[src/rtl/nib_pkg.sv]
// Shared definitions for the nibble packer and the nibble-maximum selector.
package nib_pkg;

    localparam int NIB_W   = 4;
    localparam int NUM_NIB = 4;
    localparam int WORD_W  = 16;
    localparam int ID_W    = 2;
    localparam int CNT_W   = 3;

    // FULL means one completed word is parked in the assembly register.
    typedef enum logic {
        ST_FILL = 1'b0,
        ST_FULL = 1'b1
    } pack_state_t;

    function automatic logic [NIB_W-1:0] nib_slice(input logic [WORD_W-1:0] word,
                                                   input logic [ID_W-1:0]   id);
        return word[{id, 2'b00} +: NIB_W];
    endfunction

endpackage

[src/rtl/nib_word_reg.sv]
// Output holding register with a valid/ready handshake: load sets valid, consume clears it.
module nib_word_reg
    import nib_pkg::*;
(
    input  logic              clk,
    input  logic              rst_n,
    input  logic              load,
    input  logic [WORD_W-1:0] load_word,
    input  logic [CNT_W-1:0]  load_cnt,
    input  logic              ready,
    output logic [WORD_W-1:0] word,
    output logic [CNT_W-1:0]  cnt,
    output logic              valid
);

    always_ff @(posedge clk or negedge rst_n) begin
        if (!rst_n) begin
            word  <= '0;
            cnt   <= '0;
            valid <= 1'b0;
        end else if (load) begin
            word  <= load_word;
            cnt   <= load_cnt;
            valid <= 1'b1;
        end else if (ready) begin
            valid <= 1'b0;
        end
    end

endmodule

[src/rtl/nib_pack.sv]
// Packs a valid/ready nibble stream into 16-bit words, padding partial words on flush.
module nib_pack
    import nib_pkg::*;
#(
    parameter logic [NIB_W-1:0] PAD = 4'h0
) (
    input  logic              CLK,
    input  logic              RESET_L,
    input  logic [NIB_W-1:0]  NIB_IN,
    input  logic              NIB_VALID,
    output logic              NIB_READY,
    input  logic              FLUSH,
    output logic [WORD_W-1:0] NIBBLES,
    output logic              WORD_VALID,
    input  logic              WORD_READY,
    output logic [CNT_W-1:0]  WORD_CNT
);

    localparam logic [CNT_W-1:0] CNT_FULL = CNT_W'(NUM_NIB);

    pack_state_t       state;
    logic [WORD_W-1:0] asm_q, asm_d, merged, padded, load_word;
    logic [CNT_W-1:0]  asm_cnt, asm_cnt_d, held_cnt, held_cnt_d, post_cnt, load_cnt;
    logic              accept, slot_free, complete, load;

    always_comb begin
        state     = (asm_cnt == CNT_FULL) ? ST_FULL : ST_FILL;
        NIB_READY = (state == ST_FILL);
        accept    = NIB_VALID && NIB_READY;
        slot_free = !WORD_VALID || WORD_READY;
        post_cnt  = asm_cnt + CNT_W'(accept);

        merged = asm_q;
        if (accept) begin
            merged[{asm_cnt[ID_W-1:0], 2'b00} +: NIB_W] = NIB_IN;
        end

        // Positions at or beyond the real count take the pad value.
        padded = '0;
        for (int i = 0; i < NUM_NIB; i++) begin
            padded[i*NIB_W +: NIB_W] = (CNT_W'(i) < post_cnt) ? nib_slice(merged, ID_W'(i)) : PAD;
        end

        complete = (state == ST_FILL) &&
                   ((post_cnt == CNT_FULL) || (FLUSH && (post_cnt != '0)));
    end

    always_comb begin
        asm_d      = merged;
        asm_cnt_d  = post_cnt;
        held_cnt_d = held_cnt;
        load       = 1'b0;
        load_word  = padded;
        load_cnt   = post_cnt;

        if (state == ST_FULL) begin
            asm_d = asm_q;
            if (slot_free) begin
                load      = 1'b1;
                load_word = asm_q;
                load_cnt  = held_cnt;
                asm_cnt_d = '0;
            end
        end else if (complete) begin
            if (slot_free) begin
                load      = 1'b1;
                asm_cnt_d = '0;
            end else begin
                asm_d      = padded;
                held_cnt_d = post_cnt;
                asm_cnt_d  = CNT_FULL;
            end
        end
    end

    always_ff @(posedge CLK or negedge RESET_L) begin
        if (!RESET_L) begin
            asm_q    <= '0;
            asm_cnt  <= '0;
            held_cnt <= '0;
        end else begin
            asm_q    <= asm_d;
            asm_cnt  <= asm_cnt_d;
            held_cnt <= held_cnt_d;
        end
    end

    nib_word_reg u_word_reg (
        .clk       (CLK),
        .rst_n     (RESET_L),
        .load      (load),
        .load_word (load_word),
        .load_cnt  (load_cnt),
        .ready     (WORD_READY),
        .word      (NIBBLES),
        .cnt       (WORD_CNT),
        .valid     (WORD_VALID)
    );

endmodule

[config.mk]
export PLATFORM = sky130hd
export DESIGN_NAME = nib_pack
export DESIGN_NICKNAME = d
export VERILOG_FILES = /design/src/rtl/nib_pkg.sv /design/src/rtl/nib_word_reg.sv /design/src/rtl/nib_pack.sv
export SDC_FILE = /design/constraint.sdc
export NUM_CORES = 1
export LEC_CHECK = 0
export CAP_MARGIN = 20
export CORE_MARGIN = 4
export CORE_UTILIZATION = 59
export CTS_BUF_LIST = sky130_fd_sc_hd__clkbuf_4 sky130_fd_sc_hd__clkbuf_8 sky130_fd_sc_hd__clkbuf_16
export DETAILED_ROUTE_END_ITERATION = 16
export PLACE_DENSITY = 0.85
export SLEW_MARGIN = 20
export SYNTH_ARGS = -nofsm -noshare
export SYNTH_HDL_FRONTEND = slang
export SYNTH_SLANG_ARGS = --single-unit
[constraint.sdc]
create_clock -name CLK -period 5.2 [get_ports CLK]
set_clock_uncertainty 0.05 [all_clocks]
set_input_delay 1.04 -clock CLK [delete_from_list [all_inputs] [get_ports CLK]]
set_output_delay 1.04 -clock CLK [all_outputs]
set_load 0.01 [all_outputs]
==> flow_summary.json, run 1 <==
{
  "drv_cap": 0,
  "rsz0062_at_grt": "false",
  "ir_drop_mv": 0.410,
  "yosys_warnings": 0,
  "antenna_found_initial": 0,
  "die_w_um": 69.4,
  "setup_viol": 0,
  "grt.overflow.total": 0,
  "crit_path_max_fanout": 22,
  "syn-num-nets": 254,
  "cp.arrival_ps": 2660,
  "area_delta_synth_final_pct": 17.2,
  "cts_tree": "done",
  "clock_latency_ps": 290,
  "worst_r2r_path_depth": 9,
  "grt_pass1_vias": 1780,
  "synth_edf_count": 0,
  "cts.reportedPaths.clkPinSlew_ps": 70,
  "ios": 30,
  "place_ws_ps": 1350,
  "synth-main-ff-cell": "dfrtp_1",
  "fin_nets": 279,
  "multi_input_area_mm2": 0.00109,
  "totalWireLength_mm": 5.02,
  "path_class": "reg2out",
  "hold_violations": 0,
  "synth_area_mm2": 0.00222,
  "synth.top_cells.by_area": "dfrtp_1 (47%), a21oi_1 (7.4%), o21ai_0 (6.5%), and4_1 (4.7%), nand2_1 (4.6%)",
  "vias": 1900,
  "viasPerCell": 6.09,
  "initial_core_util_pct": 60.7,
  "post-route-drc-count": 0,
  "syn_area_per_cell_um2": 9.30,
  "synthArstFlopShare_pct": 100,
  "critPathLaunchType": "register",
  "grt_max_degree": 43,
  "max_slew_margin_pct": 36.5,
  "power.density_mw_per_mm2": 604,
  "ys_ff_latch": 42,
  "die_h_um": 69.4,
  "cts_setup_buffers": 0,
  "cts_resized": 0,
  "final_common_cell": "dfrtp_1",
  "drive_gt1_share_pct": 5.68,
  "diodes": 0,
  "p_leak_nw": 1.09,
  "nFillCells": 318,
  "postSynthCellCount": 239,
  "status": "finished clean",
  "fin_ws_ps": 1450,
  "cts-root-buf": "clkbuf_8",
  "ant_nets": 0,
  "wl_per_cell_um": 16.1,
  "dieArea_mm2": 0.00481,
  "gp_congestion": 0.810,
  "period_share_pct": 72.1,
  "grt_usage_pct": 22.4,
  "synth.top_cell.area_share_pct": 47.3,
  "worstPathRequired_ps": 4110,
  "core-area_mm2": 0.00366,
  "yosysTopAreaCell": "dfrtp_1",
  "min_period_ps": 3750,
  "drt-pass1-iter-count": 4,
  "register_area_mm2": 0.00105,
  "yosysSeqAreaShare_pct": 47.3,
  "cts.sinks": 42,
  "final_cell_mix": "dfrtp_1 (42), a21oi_1 (33), o21ai_0 (29), clkdlybuf4s50_1 (28), nand2_1 (27)",
  "first_iter_violations": 151,
  "tns_ps": 0,
  "hold_depth": 2,
  "final_util_pct": 71.2,
  "hp-class": "reg2reg",
  "grt_pass1_wl_mm": 8.58,
  "num_rows": 22,
  "fmax_mhz": 267,
  "hpwl_mm": 3.44,
  "critPathCaptureType": "output port",
  "holdBufCountCts": 0,
  "io_buffer_count": 29,
  "cts_made_buffers": 5,
  "synth_cell_types": 33,
  "clk_path_buf_depth": 2,
  "tightestPinTransition_ps": 952,
  "htreeDepth": 2,
  "slew_viol_final": 0
}
-- power by group --
| group | switching, mW | leakage (nW) | total, mW | internal [mW] |
|---|---|---|---|---|
| Clock | 0.103 | 0.0452 | 0.206 | 0.103 |
| Sequential | 0.0826 | 0.532 | 0.553 | 0.470 |
| Combinational | 0.450 | 0.518 | 0.815 | 0.366 |
-- through the flow --
step | hold WS (ps) | total power [mW] | cells | area [um^2]
4_1_cts | 447 | 1.58 | 312 | 2610
3_5_place_dp | 432 | 1.37 | 305 | 2520
5_1_grt | 476 | 1.69 | 312 | 2610
2_1_floorplan | 408 | 1.07 | 239 | 2220
6_report | 450 | 1.57 | 312 | 2610
3_3_place_gp | 421 | 1.34 | 305 | 2520
-- layout make-up --
type | count | share of cell area (%)
multi-input cells | 179 | 41.9
flip-flops and latches | 42 | 40.3
repair buffers | 31 | 11.5
clock buffers | 7 | 3.22
well taps | 48 | 2.30
inverters | 5 | 0.720
-- state kept, by name, indices dropped and copies added (netlist names) --
register,count
asm_cnt,3
u_word_reg.valid,1
asm_q,16
held_cnt,3
u_word_reg.cnt,3
u_word_reg.word,16
-- worst max-delay path: stages (launching register included) --
cell	delay, ps
dfrtp_1	490
inv_1	130
ha_1	270
and2_1	730
inv_2	210
clkdlybuf4s50_1	540
-- path summary, 6_finish.rpt --
kind                                      start                             end  slack [ps]
setup / recovery           asm_cnt[0]$_DFF_PN0_                       NIB_READY        1450
hold / removal             asm_q[3]$_DFFE_PN0N_            asm_q[3]$_DFFE_PN0N_         450
setup reg to reg           asm_cnt[0]$_DFF_PN0_  u_word_reg.word[5]$_DFFE_PN0P_        1940
hold reg to reg            asm_q[3]$_DFFE_PN0N_            asm_q[3]$_DFFE_PN0N_         450
max in group asynchronous               RESET_L         held_cnt[2]$_DFFE_PN0P_        3710
min in group asynchronous               RESET_L            asm_q[5]$_DFFE_PN0N_         820
-- cell families after synthesis --
family | count (synthesis) | synth area share [%]
AOI/OAI and AO/OA | 97 | 25.8
xor gates and xnor gates | 2 | 1.13
adders and majority gates | 6 | 3.38
buffers and inverters | 18 | 3.60
DFF | 42 | 47.3
muxes | 3 | 1.46
and+or+nand+nor | 71 | 17.4
-- per-layer routing --
layer	global-route usage, %	routed length (um)	up-vias
met2	34.7	2410	54
met5	0	0	-
li1	-	-	931
met4	8.46	66	0
met3	5.07	239	7
met1	30.7	2300	908
-- synth_stat cells (4+ instances only) --
library cell   n
ha_1           6
o21ai_0       29
dfrtp_1       42
and2_1         4
buf_2          7
a21oi_1       33
a31oi_1       12
o22a_1         4
and4_1        12
nor2_1        16
nand2_1       27
clkbuf_1       5
inv_1          4
or4b_1         4
a21boi_0      12
No activity file was read; power rests on OpenSTA's default activity.
==> inputs of run 2 (changes only) <==
- CORE_UTILIZATION: 59 -> 54
- PLACE_DENSITY: 0.85 -> 0.79
- clock period: 5.2 -> 3.7 ns (I/O delays scaled with it)
==> flow_summary.json, run 2 (synthesis results as in run 1) <==
{
  "cts.sinks": 42,
  "worstPathBufferInverterCount": 3,
  "crit_path_max_incr_delay_ps": 560,
  "wl_per_cell_um": 16.6,
  "dieArea_mm2": 0.00521,
  "grt_pass1_vias": 1812,
  "worst_r2r_path_depth": 9,
  "die_h_um": 72.2,
  "ir_drop_mv": 0.492,
  "max_slew_margin_pct": 36.7,
  "viasPerCell": 5.85,
  "area_delta_synth_final_pct": 20.7,
  "drive_gt1_share_pct": 8.12,
  "vias": 1879,
  "fmax_mhz": 342,
  "slew_viol_final": 0,
  "drv_cap": 0,
  "cp_cell_sequence": "inv_1 > ha_1 > and2_1 > inv_2 > clkdlybuf4s50_1",
  "gp_congestion": 0.978,
  "cts_resized": 0,
  "min_delay_worst_endpoint": "asm_q[2]$_DFFE_PN0N_",
  "cts_tree": "done",
  "antenna_found_initial": 0,
  "crit_path_max_fanout": 11,
  "final_util_pct": 67.1,
  "grt_usage_pct": 22.5,
  "hpwl_mm": 3.65,
  "cts_setup_buffers": 0,
  "r2r_end": "asm_q[15]$_DFFE_PN0N_",
  "cts_made_buffers": 5,
  "grt.overflow.total": 0,
  "final_cell_mix": "dfrtp_1 (42), a21oi_1 (33), o21ai_0 (29), clkdlybuf4s50_1 (28), nand2_1 (27)",
  "num_rows": 23,
  "grt_max_degree": 43,
  "worstPathRequired_ps": 2910,
  "critPathLaunchType": "register",
  "hold_depth": 2,
  "critPathSlowestCell": "clkdlybuf4s50_1",
  "core-area_mm2": 0.00400,
  "critPathCaptureType": "output port",
  "cts.reportedPaths.clkPinSlew_ps": 80,
  "diodes": 0,
  "holdCritStartpoint": "asm_q[2]$_DFFE_PN0N_",
  "path_class": "reg2out",
  "grt_pass1_wl_mm": 9.05,
  "drt-pass1-iter-count": 4,
  "post-route-drc-count": 0,
  "tns_ps": 0,
  "reg_top3": "asm_q x16, u_word_reg.word x16",
  "p_leak_nw": 1.13,
  "rr_startpoint": "asm_cnt[0]$_DFF_PN0_",
  "status": "finished clean",
  "tightestPinTransition_ps": 949,
  "hp-class": "reg2reg",
  "min_period_ps": 2920,
  "ff2ff_setup_slack_ps": 870,
  "power.density_mw_per_mm2": 872,
  "clock_latency_ps": 300,
  "startpoint": "asm_cnt[0]$_DFF_PN0_",
  "cp.arrival_ps": 2130,
  "hold_violations": 0,
  "rsz0062_at_grt": "false",
  "die_w_um": 72.2,
  "ant_nets": 0,
  "place_ws_ps": 594,
  "fin_nets": 285,
  "htreeDepth": 2,
  "first_iter_violations": 98,
  "totalWireLength_mm": 5.33,
  "crit_family": "buffers and inverters",
  "setup_viol": 0,
  "period_share_pct": 78.9,
  "io_buffer_count": 29,
  "holdBufCountCts": 0,
  "fin_ws_ps": 780,
  "final_common_cell": "dfrtp_1",
  "ios": 30,
  "cts-root-buf": "clkbuf_8",
  "initial_core_util_pct": 55.6,
  "clk_path_buf_depth": 2
}
[run 2: cell count changes in the layout (fill, tap and decap cells not counted), sizes merged]
| cell | previous run | this run |
|---|---|---|
| buf | 3 | 9 |
| bufinv | 0 | 1 |
| clkbuf | 7 | 6 |
| clkinvlp | 0 | 1 |
[run 2: worst max-delay path by stage]
stage	to	slack, ps	cells past startpoint
after detailed placement	asm_q[13]$_DFFE_PN0N_	590	8
after global placement	u_word_reg.word[3]$_DFFE_PN0P_	640	9
after global routing	asm_q[15]$_DFFE_PN0N_	580	9
final	NIB_READY	780	5
after floorplan	u_word_reg.word[10]$_DFFE_PN0P_	760	13
after CTS	NIB_READY	780	5
[run 2: report_power, final]
group	internal, mW	switching, mW	total (mW)
clock	0.209	0.162	0.371
sequential	0.660	0.112	0.772
combinational	0.552	0.645	1.20
[run 2: cell type report]
| cell class | instances | area (um^2) |
|---|---|---|
| Multi-Input combinational cell | 179 | 1090 |
| Inverter | 5 | 18.8 |
| Sequential cell | 42 | 1050 |
| Clock inverter | 2 | 37.5 |
| Timing Repair Buffer | 37 | 345 |
| Tap cell | 50 | 62.6 |
| Clock buffer | 6 | 76.3 |
| Fill cell | 320 | 1320 |
[run 2: routing by layer]
metal  vias up  GRT usage (%)  share of wire (%)
li1        939              -                  -
met1       890           31.3                 46
met2        44           35.8                 49
met3         6           4.29                4.2
met4         0           6.89                1.2
met5         -              0                  0
[run 2: worst register-to-register path, stage by stage (launching register included)]
cell      delay, ps
dfrtp_1         490
inv_1           130
ha_1            270
a21boi_1        120
ha_1            190
ha_1            210
xnor2_2         400
nand3_1         220
o21ai_0         440
o21ai_0         160
[run 2: metrics by stage]
stage	hold slack [ps]	cells	power [mW]	area [um^2]
after floorplan	394	239	1.50	2220
after global placement	419	313	1.95	2570
after detailed placement	435	313	1.98	2570
after CTS	453	321	2.35	2680
after global routing	470	321	2.52	2680
final	452	321	2.34	2680
==> inputs of run 3 (changes only) <==
- CORE_UTILIZATION: 54 -> 49
- PLACE_DENSITY: 0.79 -> 0.75
- clock period: 3.7 -> 2.3 ns (I/O delays scaled with it)
==> flow_summary.json, run 3 (synthesis results as in run 1) <==
{
  "reg_top3": "asm_q x16, u_word_reg.word x16",
  "grt_usage_pct": 22.6,
  "post-route-cell-area_mm2": 0.00293,
  "power.density_mw_per_mm2": 1400,
  "gp_congestion": 0.877,
  "min_period_ps": 2200,
  "setup_viol": 0,
  "fin_nets": 307,
  "antenna_found_initial": 0,
  "htreeDepth": 2,
  "worst_r2r_path_depth": 11,
  "hpwl_mm": 4.13,
  "place_ws_ps": -205,
  "cts-root-buf": "clkbuf_8",
  "first_iter_violations": 131,
  "initial_core_util_pct": 50.7,
  "grt_pass1_vias": 1999,
  "period_share_pct": 95.8,
  "final_common_cell": "dfrtp_1",
  "grt_max_degree": 35,
  "viasPerCell": 5.88,
  "cts_tree": "done",
  "cts.sinks": 42,
  "dieArea_mm2": 0.00568,
  "fin_ws_ps": 97.0,
  "clk_path_buf_depth": 2,
  "worstPathRequired_ps": 2410,
  "slew_viol_final": 0,
  "post-route-drc-count": 0,
  "cts_setup_buffers": 0,
  "p_leak_nw": 1.25,
  "ios": 30,
  "totalWireLength_mm": 5.76,
  "vias": 2028,
  "cts_made_buffers": 5,
  "grt_pass1_wl_mm": 9.77,
  "max_slew_margin_pct": 48.2,
  "cts.reportedPaths.clkPinSlew_ps": 80,
  "die_h_um": 75.4,
  "status": "finished clean",
  "ir_drop_mv": 0.821,
  "critPathCaptureType": "register",
  "hp-class": "in2async",
  "die_w_um": 75.4,
  "clock_latency_ps": 290,
  "fmax_mhz": 454,
  "hold_violations": 0,
  "final_cell_mix": "dfrtp_1 (41), a21oi_1 (33), buf_4 (29), o21ai_0 (28), clkdlybuf4s50_1 (28)",
  "path_class": "in2reg",
  "num_rows": 24,
  "core-area_mm2": 0.00438,
  "drv_cap": 0,
  "cp.arrival_ps": 2320,
  "wl_per_cell_um": 16.7,
  "holdBufCountCts": 0,
  "drt-pass1-iter-count": 4,
  "crit_path_max_fanout": 10,
  "io_buffer_count": 29,
  "area_delta_synth_final_pct": 31.9,
  "diodes": 0,
  "critPathLaunchType": "input pin",
  "ant_nets": 0,
  "drive_gt1_share_pct": 19.1,
  "tightestPinTransition_ps": 777,
  "place_area_mm2": 0.00283,
  "grt.overflow.total": 0
}
==> run 3: cell types whose count changed in the layout (fill, tap and decap cells not counted), sizes merged <==
| cell | before | now |
|---|---|---|
| clkinvlp | 1 | 0 |
| bufinv | 1 | 0 |
| buf | 9 | 31 |
| clkbuf | 6 | 8 |
==> run 3: final timing paths <==
| kind | slack, ps | to | startpoint |
|---|---|---|---|
| worst min register to register | 450 | asm_q[1]$_DFFE_PN0N_ | asm_q[1]$_DFFE_PN0N_ |
| max in group asynchronous | 1400 | asm_q[14]$_DFFE_PN0N_ | RESET_L |
| worst max-delay path | 100 | u_word_reg.word[5]$_DFFE_PN0P_ | NIB_VALID |
| worst min-delay path | 190 | u_word_reg.word[11]$_DFFE_PN0P_ | RESET_L |
| worst max register to register | 120 | u_word_reg.word[5]$_DFFE_PN0P_ | asm_cnt[0]$_DFF_PN0_ |
| min in group CLK | 450 | asm_q[1]$_DFFE_PN0N_ | asm_q[1]$_DFFE_PN0N_ |
==> run 3: metrics by stage <==
stage	power, mW	setup TNS [ps]	instances	utilization [%]	hold WS (ps)
floorplan	2.59	-712	239	-	114
global placement	3.52	-4350	337	64.5	421
detailed placement	3.58	-5030	337	64.5	433
CTS	4.10	0	345	66.6	214
global route	4.44	-12.8	345	66.9	256
finish	4.11	0	345	66.9	193
==> run 3: final cells by class <==
cell class | instances | area (um^2)
Clock buffer | 8 | 91.3
Fill cell | 368 | 1450
Inverter | 5 | 18.8
Multi-Input combinational cell | 179 | 1190
Sequential cell | 42 | 1050
Tap cell | 52 | 65.1
Timing Repair Buffer | 59 | 514
==> run 3: worst max-delay path, stage by stage <==
cell and delay (ps):
clkdlybuf4s50_1 480, a21boi_4 200, ha_4 150, ha_4 220, o311ai_4 330, and2_4 200
buf_4 170, a31oi_1 100
==> run 3: per-layer routing <==
layer | vias to the layer above | track usage (%) | share of wire (%)
met4 | 0 | 7.77 | 1.4
met5 | - | 0 | 0
met3 | 13 | 4.88 | 4.7
met2 | 52 | 36.5 | 49
met1 | 981 | 30.1 | 45
li1 | 982 | - | -
==> run 3: timing repair <==
item,4_1_cts,5_1_grt
endpoints found under the hold margin,0,0
setup endpoints to repair,0,4
resized for setup,0,3
==> run 3: power breakdown <==
group	internal, mW	total [mW]	leakage (nW)	switching (mW)
sequential	1.06	1.25	0.530	0.185
combinational	1.18	2.38	0.669	1.19
clock	0.251	0.488	0.0498	0.237
total	2.50	4.11	1.25	1.61
